$ cat config.mk
export PLATFORM = sky130hd
export DESIGN_NAME = lsu_mem_ctrl_flat
export DESIGN_NICKNAME = d
export VERILOG_FILES = /design/src/rtl/lsu_mem_ctrl_pkg.sv /design/src/rtl/lsu_mem_ctrl_if.sv /design/src/rtl/lsu_mem_ctrl_store_handler.sv /design/src/rtl/lsu_mem_ctrl.sv /design/src/flat_wrapper.sv
export SDC_FILE = /design/constraint.sdc
export NUM_CORES = 1
export LEC_CHECK = 0
export CORE_MARGIN = 1.5
export CORE_UTILIZATION = 45
export CTS_CLUSTER_SIZE = 40
export DETAILED_ROUTE_END_ITERATION = 10
export GPL_ROUTABILITY_DRIVEN = 0
export PLACE_DENSITY_LB_ADDON = 0.05
export REMOVE_ABC_BUFFERS = 1
export SLEW_MARGIN = 20
export SYNTH_ARGS = -nofsm -noshare
export SYNTH_HDL_FRONTEND = slang
export SYNTH_SLANG_ARGS = --single-unit
export TNS_END_PERCENT = 50
$ cat constraint.sdc
create_clock -name clk -period 2.92 [get_ports clk]
set_clock_uncertainty 0.1 [all_clocks]
set_input_delay 0.584 -clock clk [delete_from_list [all_inputs] [get_ports clk]]
set_output_delay 0.584 -clock clk [all_outputs]
set_load 0.005 [all_outputs]
$ cat src/rtl/lsu_mem_ctrl_pkg.sv
// Shared types and funct3 encodings for the LSU memory controller.
// Holds the FSM state type and the load/store funct3 legality check.
package lsu_mem_ctrl_pkg;

  typedef enum logic [1:0] {
    StIdle,
    StRd,
    StWr,
    StResp
  } lsu_state_e;

  localparam logic [2:0] F3B  = 3'b000;
  localparam logic [2:0] F3H  = 3'b001;
  localparam logic [2:0] F3W  = 3'b010;
  localparam logic [2:0] F3Bu = 3'b100;
  localparam logic [2:0] F3Hu = 3'b101;

  // Stores only have signed encodings; loads add the unsigned byte/half forms.
  function automatic logic f3_legal(input logic we, input logic [2:0] f3);
    logic ok;
    ok = (f3 == F3B) || (f3 == F3H) || (f3 == F3W);
    if (!we) begin
      ok = ok || (f3 == F3Bu) || (f3 == F3Hu);
    end
    return ok;
  endfunction

endpackage

$ cat src/rtl/lsu_mem_ctrl_if.sv
// Core-side and memory-side signal bundle of the LSU memory controller.
// master = the LSU itself, slave = the core/memory environment around it.
interface lsu_mem_ctrl_if #(
  parameter int unsigned AW = 32
) ();

  logic          core_req;
  logic          core_ready;
  logic          core_we;
  logic [2:0]    core_funct3;
  logic [AW-1:0] core_addr;
  logic [31:0]   core_wdata;
  logic          core_done;
  logic [31:0]   core_rdata;
  logic          core_err;

  logic          mem_valid;
  logic          mem_we;
  logic [AW-1:0] mem_addr;
  logic [31:0]   mem_wdata;
  logic [31:0]   mem_rdata;
  logic          mem_ready;

  modport master (
    input  core_req, core_we, core_funct3, core_addr, core_wdata, mem_rdata, mem_ready,
    output core_ready, core_done, core_rdata, core_err, mem_valid, mem_we, mem_addr, mem_wdata
  );

  modport slave (
    output core_req, core_we, core_funct3, core_addr, core_wdata, mem_rdata, mem_ready,
    input  core_ready, core_done, core_rdata, core_err, mem_valid, mem_we, mem_addr, mem_wdata
  );

endinterface

$ cat src/rtl/lsu_mem_ctrl_store_handler.sv
// Store merge datapath: inserts the byte/halfword store data into the word read from memory.
// Full-word stores pass the store data straight through.
module lsu_mem_ctrl_store_handler
  import lsu_mem_ctrl_pkg::*;
(
  input  logic [31:0] rdata_i,
  input  logic [31:0] wdata_i,
  input  logic [1:0]  off_i,
  input  logic [2:0]  funct3_i,
  output logic [31:0] word_o
);

  always_comb begin
    word_o = rdata_i;
    case (funct3_i)
      F3B: word_o[{off_i, 3'b000} +: 8] = wdata_i[7:0];
      F3H: begin
        if (off_i[1]) begin
          word_o[31:16] = wdata_i[15:0];
        end else begin
          word_o[15:0] = wdata_i[15:0];
        end
      end
      default: word_o = wdata_i;
    endcase
  end

endmodule

$ cat src/rtl/lsu_mem_ctrl.sv
// LSU load/store sequencer: sole master of a word-only, variable-latency data memory port.
// Optional LSU_MISALIGN_TRAP_EN: misaligned halfword/word accesses complete with an error.
module lsu_mem_ctrl
  import lsu_mem_ctrl_pkg::*;
#(
  parameter int unsigned AW      = 32,
  parameter int unsigned TIMEOUT = 16
) (
  input logic            clk,
  input logic            resetn,
  lsu_mem_ctrl_if.master lsu_io
);

  localparam int unsigned CntW = (TIMEOUT > 0) ? $clog2(TIMEOUT + 1) : 1;

  lsu_state_e    state_q, state_d;
  logic          we_q, we_d;
  logic [2:0]    f3_q, f3_d;
  logic [AW-1:0] addr_q, addr_d;
  logic [31:0]   wdata_q, wdata_d;
  logic [31:0]   rdata_q, rdata_d;
  logic          err_q, err_d;
  logic [CntW-1:0] cnt_q, cnt_d;

  logic        misalign;
  logic        timeout_hit;
  logic        cnt_sat;
  logic [31:0] merged;
  logic [31:0] load_data;
  logic [7:0]  byte_sel;
  logic [15:0] half_sel;

`ifdef LSU_MISALIGN_TRAP_EN
  always_comb begin
    misalign = 1'b0;
    case (lsu_io.core_funct3)
      F3H, F3Hu: misalign = lsu_io.core_addr[0];
      F3W:       misalign = |lsu_io.core_addr[1:0];
      default:   misalign = 1'b0;
    endcase
  end
`else
  assign misalign = 1'b0;
`endif

  // TIMEOUT == 0 disables the watchdog; the counter then stays at zero.
  if (TIMEOUT == 0) begin : g_no_timeout
    assign timeout_hit = 1'b0;
    assign cnt_sat     = 1'b1;
  end else begin : g_timeout
    assign timeout_hit = (cnt_q == CntW'(TIMEOUT - 1));
    assign cnt_sat     = (cnt_q == CntW'(TIMEOUT));
  end

  always_comb begin
    state_d = state_q;
    we_d    = we_q;
    f3_d    = f3_q;
    addr_d  = addr_q;
    wdata_d = wdata_q;
    rdata_d = rdata_q;
    err_d   = err_q;
    cnt_d   = cnt_q;
    unique case (state_q)
      StIdle: begin
        if (lsu_io.core_req) begin
          we_d    = lsu_io.core_we;
          f3_d    = lsu_io.core_funct3;
          addr_d  = lsu_io.core_addr;
          wdata_d = lsu_io.core_wdata;
          err_d   = 1'b0;
          cnt_d   = '0;
          if (!f3_legal(lsu_io.core_we, lsu_io.core_funct3) || misalign) begin
            err_d   = 1'b1;
            state_d = StResp;
          end else if (lsu_io.core_we && (lsu_io.core_funct3 == F3W)) begin
            state_d = StWr;
          end else begin
            state_d = StRd;
          end
        end
      end
      StRd, StWr: begin
        // A ready in the final allowed cycle takes priority over the timeout.
        if (lsu_io.mem_ready) begin
          cnt_d = '0;
          if (state_q == StRd) begin
            rdata_d = lsu_io.mem_rdata;
            state_d = we_q ? StWr : StResp;
          end else begin
            state_d = StResp;
          end
        end else if (timeout_hit) begin
          err_d   = 1'b1;
          state_d = StResp;
        end else if (!cnt_sat) begin
          cnt_d = cnt_q + CntW'(1);
        end
      end
      StResp:  state_d = StIdle;
      default: state_d = StIdle;
    endcase
  end

  always_ff @(posedge clk or negedge resetn) begin
    if (!resetn) begin
      state_q <= StIdle;
      we_q    <= 1'b0;
      f3_q    <= 3'b000;
      addr_q  <= '0;
      wdata_q <= '0;
      rdata_q <= '0;
      err_q   <= 1'b0;
      cnt_q   <= '0;
    end else begin
      state_q <= state_d;
      we_q    <= we_d;
      f3_q    <= f3_d;
      addr_q  <= addr_d;
      wdata_q <= wdata_d;
      rdata_q <= rdata_d;
      err_q   <= err_d;
      cnt_q   <= cnt_d;
    end
  end

  lsu_mem_ctrl_store_handler u_store_handler (
    .rdata_i  (rdata_q),
    .wdata_i  (wdata_q),
    .off_i    (addr_q[1:0]),
    .funct3_i (f3_q),
    .word_o   (merged)
  );

  always_comb begin
    byte_sel = 8'(rdata_q >> {addr_q[1:0], 3'b000});
    half_sel = addr_q[1] ? rdata_q[31:16] : rdata_q[15:0];
    case (f3_q)
      F3B:     load_data = {{24{byte_sel[7]}}, byte_sel};
      F3H:     load_data = {{16{half_sel[15]}}, half_sel};
      F3Bu:    load_data = {24'h0, byte_sel};
      F3Hu:    load_data = {16'h0, half_sel};
      default: load_data = rdata_q;
    endcase
  end

  // Outputs are pure state decodes so reset clears them without waiting for a clock.
  always_comb begin
    lsu_io.core_ready = (state_q == StIdle);
    lsu_io.core_done  = (state_q == StResp);
    lsu_io.core_err   = (state_q == StResp) && err_q;
    lsu_io.core_rdata = ((state_q == StResp) && !err_q && !we_q) ? load_data : 32'h0;
    lsu_io.mem_valid  = (state_q == StRd) || (state_q == StWr);
    lsu_io.mem_we     = (state_q == StWr);
    lsu_io.mem_addr   = lsu_io.mem_valid ? {addr_q[AW-1:2], 2'b00} : '0;
    lsu_io.mem_wdata  = (state_q == StWr) ? merged : 32'h0;
  end

endmodule

$ cat src/flat_wrapper.sv
// flat-port wrapper written by rule: the top's interface ports become plain ports
module lsu_mem_ctrl_flat import lsu_mem_ctrl_pkg::*;
#(
  parameter int unsigned AW      = 32,
  parameter int unsigned TIMEOUT = 16
)
  (clk, resetn, lsu_io_core_req, lsu_io_core_we, lsu_io_core_funct3, lsu_io_core_addr, lsu_io_core_wdata, lsu_io_mem_rdata, lsu_io_mem_ready, lsu_io_core_ready, lsu_io_core_done, lsu_io_core_rdata, lsu_io_core_err, lsu_io_mem_valid, lsu_io_mem_we, lsu_io_mem_addr, lsu_io_mem_wdata);
  lsu_mem_ctrl_if #(.AW(AW)) lsu_io_i ();
  input logic clk;
  input logic resetn;
  input wire logic [$bits(lsu_io_i.core_req)-1:0] lsu_io_core_req;
  input wire logic [$bits(lsu_io_i.core_we)-1:0] lsu_io_core_we;
  input wire logic [$bits(lsu_io_i.core_funct3)-1:0] lsu_io_core_funct3;
  input wire logic [$bits(lsu_io_i.core_addr)-1:0] lsu_io_core_addr;
  input wire logic [$bits(lsu_io_i.core_wdata)-1:0] lsu_io_core_wdata;
  input wire logic [$bits(lsu_io_i.mem_rdata)-1:0] lsu_io_mem_rdata;
  input wire logic [$bits(lsu_io_i.mem_ready)-1:0] lsu_io_mem_ready;
  output wire logic [$bits(lsu_io_i.core_ready)-1:0] lsu_io_core_ready;
  output wire logic [$bits(lsu_io_i.core_done)-1:0] lsu_io_core_done;
  output wire logic [$bits(lsu_io_i.core_rdata)-1:0] lsu_io_core_rdata;
  output wire logic [$bits(lsu_io_i.core_err)-1:0] lsu_io_core_err;
  output wire logic [$bits(lsu_io_i.mem_valid)-1:0] lsu_io_mem_valid;
  output wire logic [$bits(lsu_io_i.mem_we)-1:0] lsu_io_mem_we;
  output wire logic [$bits(lsu_io_i.mem_addr)-1:0] lsu_io_mem_addr;
  output wire logic [$bits(lsu_io_i.mem_wdata)-1:0] lsu_io_mem_wdata;
  assign lsu_io_i.core_req = lsu_io_core_req;
  assign lsu_io_i.core_we = lsu_io_core_we;
  assign lsu_io_i.core_funct3 = lsu_io_core_funct3;
  assign lsu_io_i.core_addr = lsu_io_core_addr;
  assign lsu_io_i.core_wdata = lsu_io_core_wdata;
  assign lsu_io_i.mem_rdata = lsu_io_mem_rdata;
  assign lsu_io_i.mem_ready = lsu_io_mem_ready;
  assign lsu_io_core_ready = lsu_io_i.core_ready;
  assign lsu_io_core_done = lsu_io_i.core_done;
  assign lsu_io_core_rdata = lsu_io_i.core_rdata;
  assign lsu_io_core_err = lsu_io_i.core_err;
  assign lsu_io_mem_valid = lsu_io_i.mem_valid;
  assign lsu_io_mem_we = lsu_io_i.mem_we;
  assign lsu_io_mem_addr = lsu_io_i.mem_addr;
  assign lsu_io_mem_wdata = lsu_io_i.mem_wdata;
  lsu_mem_ctrl #(.AW(AW), .TIMEOUT(TIMEOUT)) u_core (.clk(clk), .resetn(resetn), .lsu_io(lsu_io_i));
endmodule
==> impl_results.md, run 1 <==
* Adder-cell share of the synthesized area at 0.0242
* Non-Filler Instances at 977
* Area Growth Syn to Fin at 52.7%
* Residual DRC at 0
* Die height at ~120 um
* Post-synth EDFFs at 0
* Complex-gate fraction of the synthesized area at 0.164
* WL per Instance at between 20 and 25 um
* Finished Core Util at 0.710
* Avg Vias per Cell at 5.81
* Reg2reg start: u_core.state_q[1]$_DFFE_PN0P_
* Worst Path Arrival at between 2 and 2.5 ns
* Final nets at just over 900
* Slew Limit Fails at 0
* First-pass GRT wire length at approximately 30000 um
* Number of cell rows at 42
* Reg-to-Reg End: u_core.cnt_q[4]$_DFFE_PN0P_
* Port Buffers at 202
* Number of hold buffers added after cts at 0
* Critical Path Source Type: register
* Clk sinks at 108
* Synth Cell Area at 6200 um^2
* Post-Synth XOR/XNOR Area at 0
* Core Area at roughly 13000 um^2
* Overflow after GRT at 0
* Max-cap check violation count at 0
* Initial core utilization at 0.465
* Dpl cell area at ~8500 um^2
* Bufs on Longest Clock Path at 2
* Final worst-path cycle share at 1.07
* Number of vias in the routed layout at 5676
* Later-pin clock latency in the skew report at 0.35 ns
* Layout cells sized above 1 at 0.341
* Worst-path clk slew at about 0.07 ns
* RSZ-0062 raised after global routing: yes
* Worst slack, placed at -0.127 ns
* Routed Antenna Nets at 0
* Root Driver: clkbuf_16
* Worst hold slack at ~0.14 ns
* Ant. Diodes at 0
* Slew HR at 0.578
* Max Freq at about 320 MHz
* Tightest Pin Transition at about 0.63 ns
* Largest family of logic cells by synthesized area: multiplexers
* Yosys warnings at 0
* Fin crit period at roughly 3.1 ns
* Num ports at about 210
* Final Routed Wirelength at 19800 um
* Register-to-Register Setup Slack at 0.67 ns
* GRT Resource Usage Total at 0.268
* Mapped Cells at between 500 and 600
* Most frequent cells in the layout: clkdlybuf4s50_1 (140), mux2_2 (114), dfrtp_1 (106)
* Detailed placement HPWL at between 10000 and 15000 um
* Post-synth top flop: dfrtp_1
* Mux cell area share after synthesis at 0.221
* Iter 0 DRT Violations at between 300 and 400
* Setup crit end kind: primary output
* Mapped Avg Cell Area at approximately 11 um^2
* Hold Crit Class: input port to async pin
* Largest net degree at the start of global routing at 46
* Vias in the first global route at around 5700
* Antenna violations before repair at 0
* CTS tree: done
* Die ar. at about 15000 um^2
* Fillers at between 900 and 1000
* Post-Synth Simple-Gate Area at 0.111
* Sequential share of the synthesized area at 0.436
* Power density over cell area at between 1000 and 1500 nW/um^2
* Peak supply drop at between 0.0006 and 0.0007 V
* Crit Path Class: register to primary output
* Outcome: finished, violations left
* Violated checks: setup timing
* Final Hold Viols at 0
* TritonRoute pass-1 iters at 5
* Commonest non-fill, non-tap cell in the layout: clkdlybuf4s50_1
* FFs w/ async S/R, synth at 1.00
* Worst Reg-to-Reg Cells at 7
* DIE WIDTH at 120 um
* Yosys cell types at 55
* Flops & latches, synth at roughly 110
* Total CTS buffers at 9
* Leakage power at 0.00428 uW
* Worst EP required at approximately 2.2 ns
* Final instance area at between 9000 and 10000 um^2
* Final setup fails at 18
* Worst-path fanout max at 13
* Placed insts at 921
* H-tree depth at 3
* Final worst slack at -0.191 ns
cell usage after synthesis (6+ instances only):
| cell | count | area, um^2 |
|---|---|---|
| mux2_2 | 116 | 1310 |
| dfrtp_1 | 108 | 2700 |
| and2_1 | 31 | 194 |
| o21ai_0 | 29 | 145 |
| inv_1 | 21 | 78.8 |
| a21oi_1 | 20 | 100 |
| clkbuf_1 | 19 | 71.3 |
| nand3_1 | 16 | 80.1 |
| nand4_1 | 16 | 100 |
| o2bb2ai_1 | 16 | 140 |
| buf_2 | 12 | 60.1 |
| ha_1 | 12 | 150 |
| nand2b_1 | 12 | 75.1 |
| buf_1 | 11 | 41.3 |
| a22o_1 | 9 | 78.8 |
| a32o_1 | 9 | 90.1 |
| a22oi_1 | 8 | 60.1 |
| a31oi_1 | 8 | 50.1 |
| o211ai_1 | 8 | 60.1 |
| o31ai_1 | 8 | 60.1 |
| o221a_2 | 7 | 78.8 |
| nor2_1 | 6 | 22.5 |
state kept, by name, indices dropped and copies added (netlist names):
register	cells
u_core.cnt_q	5
u_core.wdata_q	32
u_core.rdata_q	32
u_core.err_q	1
u_core.f3_q	3
u_core.we_q	1
u_core.addr_q	32
u_core.state_q	2
logic make-up after synthesis:
family / after synthesis
compound gates: 138
fa+ha+maj: 12
buf+inv: 66
flops: 108
mux: 121
other cells: 1
simple gates: 110
critical path, cell delays in order, from the launching register on:
cell and delay [ns]:
dfrtp_2 0.53, buf_12 0.16, mux4_2 0.55, nor2_2 0.12, buf_6 0.18, o2bb2ai_1 0.08, clkdlybuf4s50_1 0.45
worst max path at each step:
stage / start / endpoint / cells past startpoint
final: u_core.addr_q[1]$_DFFE_PN0P_ / lsu_io_core_rdata[20] / 6
after global routing: u_core.addr_q[1]$_DFFE_PN0P_ / lsu_io_mem_wdata[11] / 9
after CTS: u_core.addr_q[1]$_DFFE_PN0P_ / lsu_io_core_rdata[1] / 5
after detailed placement: u_core.addr_q[1]$_DFFE_PN0P_ / lsu_io_mem_wdata[14] / 7
after global placement: u_core.addr_q[0]$_DFFE_PN0P_ / lsu_io_mem_wdata[11] / 7
after floorplan: u_core.addr_q[1]$_DFFE_PN0P_ / lsu_io_mem_wdata[10] / 5
power by group:
part	leakage [uW]	internal [uW]	total [uW]	switching (uW)
clock network	0.000139	666	1220	559
logic	0.00286	3290	5830	2540
registers	0.00128	2250	3030	784
timing repair:
| action | 4_1_cts | 5_1_grt |
|---|---|---|
| buffers inserted | 18 | 19 |
| endpoints found under the setup margin | 95 | 83 |
| gates resized for setup | 113 | 75 |
| pin swaps | 9 | 11 |
| gates cloned | 4 | 0 |
area by class of cell:
class,count,area [um^2],area share
Tap cell,176,220,0.0232
Sequential cell,108,2710,0.286
Clock buffer,10,229,0.0242
Multi-Input combinational cell,384,3490,0.369
Inverter,21,85.1,0.00898
Clock inverter,5,60.1,0.00634
Timing Repair Buffer,273,2680,0.283
stage by stage:
stage	TNS, ns	total power (uW)
after global placement	-0.0906	7960
after detailed placement	-0.724	8060
after CTS	-3.33	9720
final	-1.72	10100
after global routing	-4.38	10700
after floorplan	-1.02	5570
layer usage:
metal	wire length, um	vias up	global-route usage
li1	-	2557	-
met1	7770	2774	0.325
met2	9540	290	0.441
met3	1700	55	0.0745
met4	768	0	0.125
met5	0	-	0
No activity file was read; power rests on OpenSTA's default activity.
==> run 2: changes to the inputs <==
--- a/config.mk
+++ b/config.mk
@@ -5,8 +5,9 @@
 export SDC_FILE = /design/constraint.sdc
 export NUM_CORES = 1
 export LEC_CHECK = 0
+export CORE_ASPECT_RATIO = 0.75
 export CORE_MARGIN = 1.5
-export CORE_UTILIZATION = 45
+export CORE_UTILIZATION = 47
 export CTS_CLUSTER_SIZE = 40
 export DETAILED_ROUTE_END_ITERATION = 10
 export GPL_ROUTABILITY_DRIVEN = 0
==> run 2 against run 1 <==
  * The flow still finishes with violations (setup timing)
  * Critical path depth up 2
  * Clock power up 5%
  * Sequential share of layout area up 0.54 points
  * Final area down 1.9%
  * Utilization up 0.88 points
  * Routed wire length up 0.79%
  * Critical endpoint is now lsu_io_core_rdata[18]
  * Largest cell class unchanged
==> impl_results.md, run 2 (synthesized netlist as in run 1, its figures left out) <==
* Outcome: finished, violations left
* Violated checks: setup timing
* Reg power frac at 0.295 (-0.005)
* Number of cell rows at 36 (-14%)
* Worst Path Arrival at 2.33 ns (-0.10 ns)
* TritonRoute pass-1 iters at 5 (unchanged)
* Non-Filler Instances at 972 (-0.51%)
* Final Hold Viols at 0 (unchanged)
* Worst-path clk slew at 0.07 ns (about the same)
* Worst setup path startpoint: u_core.addr_q[1]$_DFFE_PN0P_
* Die height at 103 um (-15%)
* Largest net degree at the start of global routing at 70 (+52%)
* CP most frequent cell: buf_4
* Residual DRC at 0 (unchanged)
* Max-cap check violation count at 0 (unchanged)
* Root Driver: clkbuf_16
* Power density over cell area at 1090 nW/um^2 (+2.2%)
* CP bufs+invs at 5 (+2)
* Reg-to-Reg End: u_core.cnt_q[1]$_DFFE_PN0P_
* Area occupied by registers at 2700 um^2 (about the same)
* Bufs on Longest Clock Path at 2 (unchanged)
* P_sw at 3950 uW (+1.7%)
* Combinational Power Share at 0.579 (about the same)
* H-tree depth at 3 (unchanged)
* Initial core utilization at 0.480 (+0.0151)
* Most frequent cells in the layout: clkdlybuf4s50_1 (137), dfrtp_1 (108), mux2_2 (104)
* Worst-path fanout max at 7 (-6)
* CP endpoint: lsu_io_core_rdata[18]
* Tightest Pin Transition at 0.595 ns (-0.0389 ns)
* Dpl cell area at 8540 um^2 (+0.13%)
* Port Buffers at 202 (unchanged)
* Worst hold slack at 0.127 ns (-0.0114 ns)
* DIE WIDTH at 136 um (+13%)
* Pint at 6160 uW (-0.65%)
* GRT Resource Usage Total at 0.286 (+0.0188)
* CTS tree: done
* Final worst-path cycle share at 1.03 (-0.0316)
* Final setup fails at 13 (-5)
* Peak supply drop at 0.000622 V (-5.1%)
* Final worst slack at -0.0985 ns (+0.0924 ns)
* Routed Antenna Nets at 0 (unchanged)
* Fillers at 895 (-8.0%)
* Die ar. at 13900 um^2 (-4.1%)
* Critical Path Source Type: register
* Antenna violations before repair at 0 (unchanged)
* Largest regs: u_core.addr_q (32), u_core.rdata_q (32), u_core.wdata_q (32)
* Iter 0 DRT Violations at 446 (+24%)
* Reg2reg start: u_core.state_q[1]$_DFFE_PN0P_
* Detailed placement HPWL at 14100 um (+3.1%)
* WL per Instance at 20.5 um (+1.3%)
* Sw Ratio at 0.391 (+0.00552)
* Area Growth Syn to Fin at 49.7%
* Number of hold buffers added after cts at 0 (unchanged)
* First-pass GRT wire length at 30200 um (+0.25%)
* Crit Path Class: register to primary output
* Clk sinks at 108 (unchanged)
* Leakage power at 0.00414 uW (-3.3%)
* RSZ-0062 raised after global routing: yes
* Multi-input logic area at 3450 um^2 (-1.2%)
* Final nets at 912 (-0.11%)
* Slew HR at 0.604 (+0.0260)
* Slew Limit Fails at 0 (unchanged)
* Worst-path cell chain: buf_4, buf_4, mux4_2, nor2_2, buf_6, buf_4, o2bb2ai_1, dlygate4sd2_1
* Crit path largest cell delay at 0.56 ns (about the same)
* Overflow after GRT at 0 (unchanged)
* Avg Vias per Cell at 5.88 (+1.2%)
* Later-pin clock latency in the skew report at 0.35 ns (about the same)
* Max Freq at 331 MHz (+3.1%)
* Vias in the first global route at 5391 (-5.5%)
* Ant. Diodes at 0 (unchanged)
* Placed insts at 920 (-0.11%)
* Setup crit end kind: primary output
* Core Area at 12900 um^2 (-3.1%)
* Clock Power Share at 0.126 (+0.005)
* Hold Crit Class: input port to async pin
* WP depth at 8 (+2)
* Fin crit period at 3.02 ns (-0.0924 ns)
* Layout cells sized above 1 at 0.330 (-0.0112)
* Final Routed Wirelength at 19900 um (+0.79%)
* Total CTS buffers at 9 (unchanged)
* Num ports at 205 (unchanged)
* Final instance area at 9290 um^2 (-1.9%)
* Worst Reg-to-Reg Cells at 6 (-1)
* Register-to-Register Setup Slack at 0.72 ns (+0.05 ns)
* Worst EP required at 2.24 ns (about the same)
* Commonest non-fill, non-tap cell in the layout: clkdlybuf4s50_1
* Critical path's top delay family: buffers and inverters
* Number of vias in the routed layout at 5713 (+0.65%)
* Slowest CP cell: mux4_2
run 2: cell types whose count changed in the layout (fill, tap and decap cells not counted), moves of 5 or more:
cell / previous run / this run
dlygate4sd2_1: 24 / 36
dlymetal6s2s_1: 17 / 6
buf_4: 44 / 54
mux2_2: 114 / 104
mux2_4: 2 / 12
buf_6: 20 / 13
clkbuf_2: 6 / 13
buf_2: 10 / 4
o2bb2ai_1: 9 / 14
run 2: worst min-delay path by stage:
stage | from | endpoint | slack [ns] | cells after the start
2_1_floorplan | resetn | u_core.addr_q[0]$_DFFE_PN0P_ | 0.19 | 0
3_3_place_gp | u_core.addr_q[7]$_DFFE_PN0P_ | u_core.addr_q[7]$_DFFE_PN0P_ | 0.38 | 1
3_5_place_dp | u_core.addr_q[13]$_DFFE_PN0P_ | u_core.addr_q[13]$_DFFE_PN0P_ | 0.39 | 1
4_1_cts | resetn | u_core.rdata_q[20]$_DFFE_PN0P_ | 0.14 | 1
5_1_grt | resetn | u_core.rdata_q[20]$_DFFE_PN0P_ | 0.17 | 1
6_report | resetn | u_core.rdata_q[20]$_DFFE_PN0P_ | 0.13 | 1
run 2: stage by stage:
stage                     total power, uW   util  setup TNS [ns]  worst slack [ns]
final                               10100  0.718          -0.971           -0.0985
after global routing                10700  0.718           -2.44            -0.180
after CTS                            9820  0.709           -1.57            -0.228
after detailed placement             8170  0.661          -0.482            -0.110
after global placement               8020  0.661               0            0.0746
after floorplan                      5570      -           -1.02            -0.123
run 2: worst reg2reg max path, stage by stage (launching register included):
cell and delay (ns):
dfrtp_1 0.38, inv_1 0.11, ha_4 0.45, buf_4 0.21, nand2b_1 0.12, or4b_1 0.58, o22ai_1 0.19
run 2: metal layers:
metal | up-vias | routed length [um] | track usage | share of wire
met2 | 298 | 9120 | 0.448 | 0.46
met1 | 2834 | 8890 | 0.418 | 0.45
li1 | 2560 | - | - | -
met3 | 21 | 1690 | 0.0541 | 0.085
met5 | - | 0 | 0 | 0
met4 | 0 | 235 | 0.0587 | 0.012
run 2: timing repair:
item | 4_1_cts | 5_1_grt
cloned | 2 | 0
resized for setup | 106 | 64
endpoints found under the setup margin | 95 | 74
setup buffers | 23 | 11
pin swaps | 12 | 12
run 2: power groups by stage:
stage	registers [uW]	logic, uW	clock network (uW)
2_1_floorplan	2760	2810	0
3_3_place_gp	2930	5080	0
3_5_place_dp	2960	5200	0
4_1_cts	2940	5570	1300
5_1_grt	3050	6270	1360
6_report	2980	5860	1280
run 2: cell type report:
cell class	count	area share
Clock buffer	9	0.0242
Tap cell	171	0.0230
Sequential cell	108	0.291
Timing Repair Buffer	272	0.272
Clock inverter	7	0.00916
Multi-Input combinational cell	384	0.372
Inverter	21	0.00849
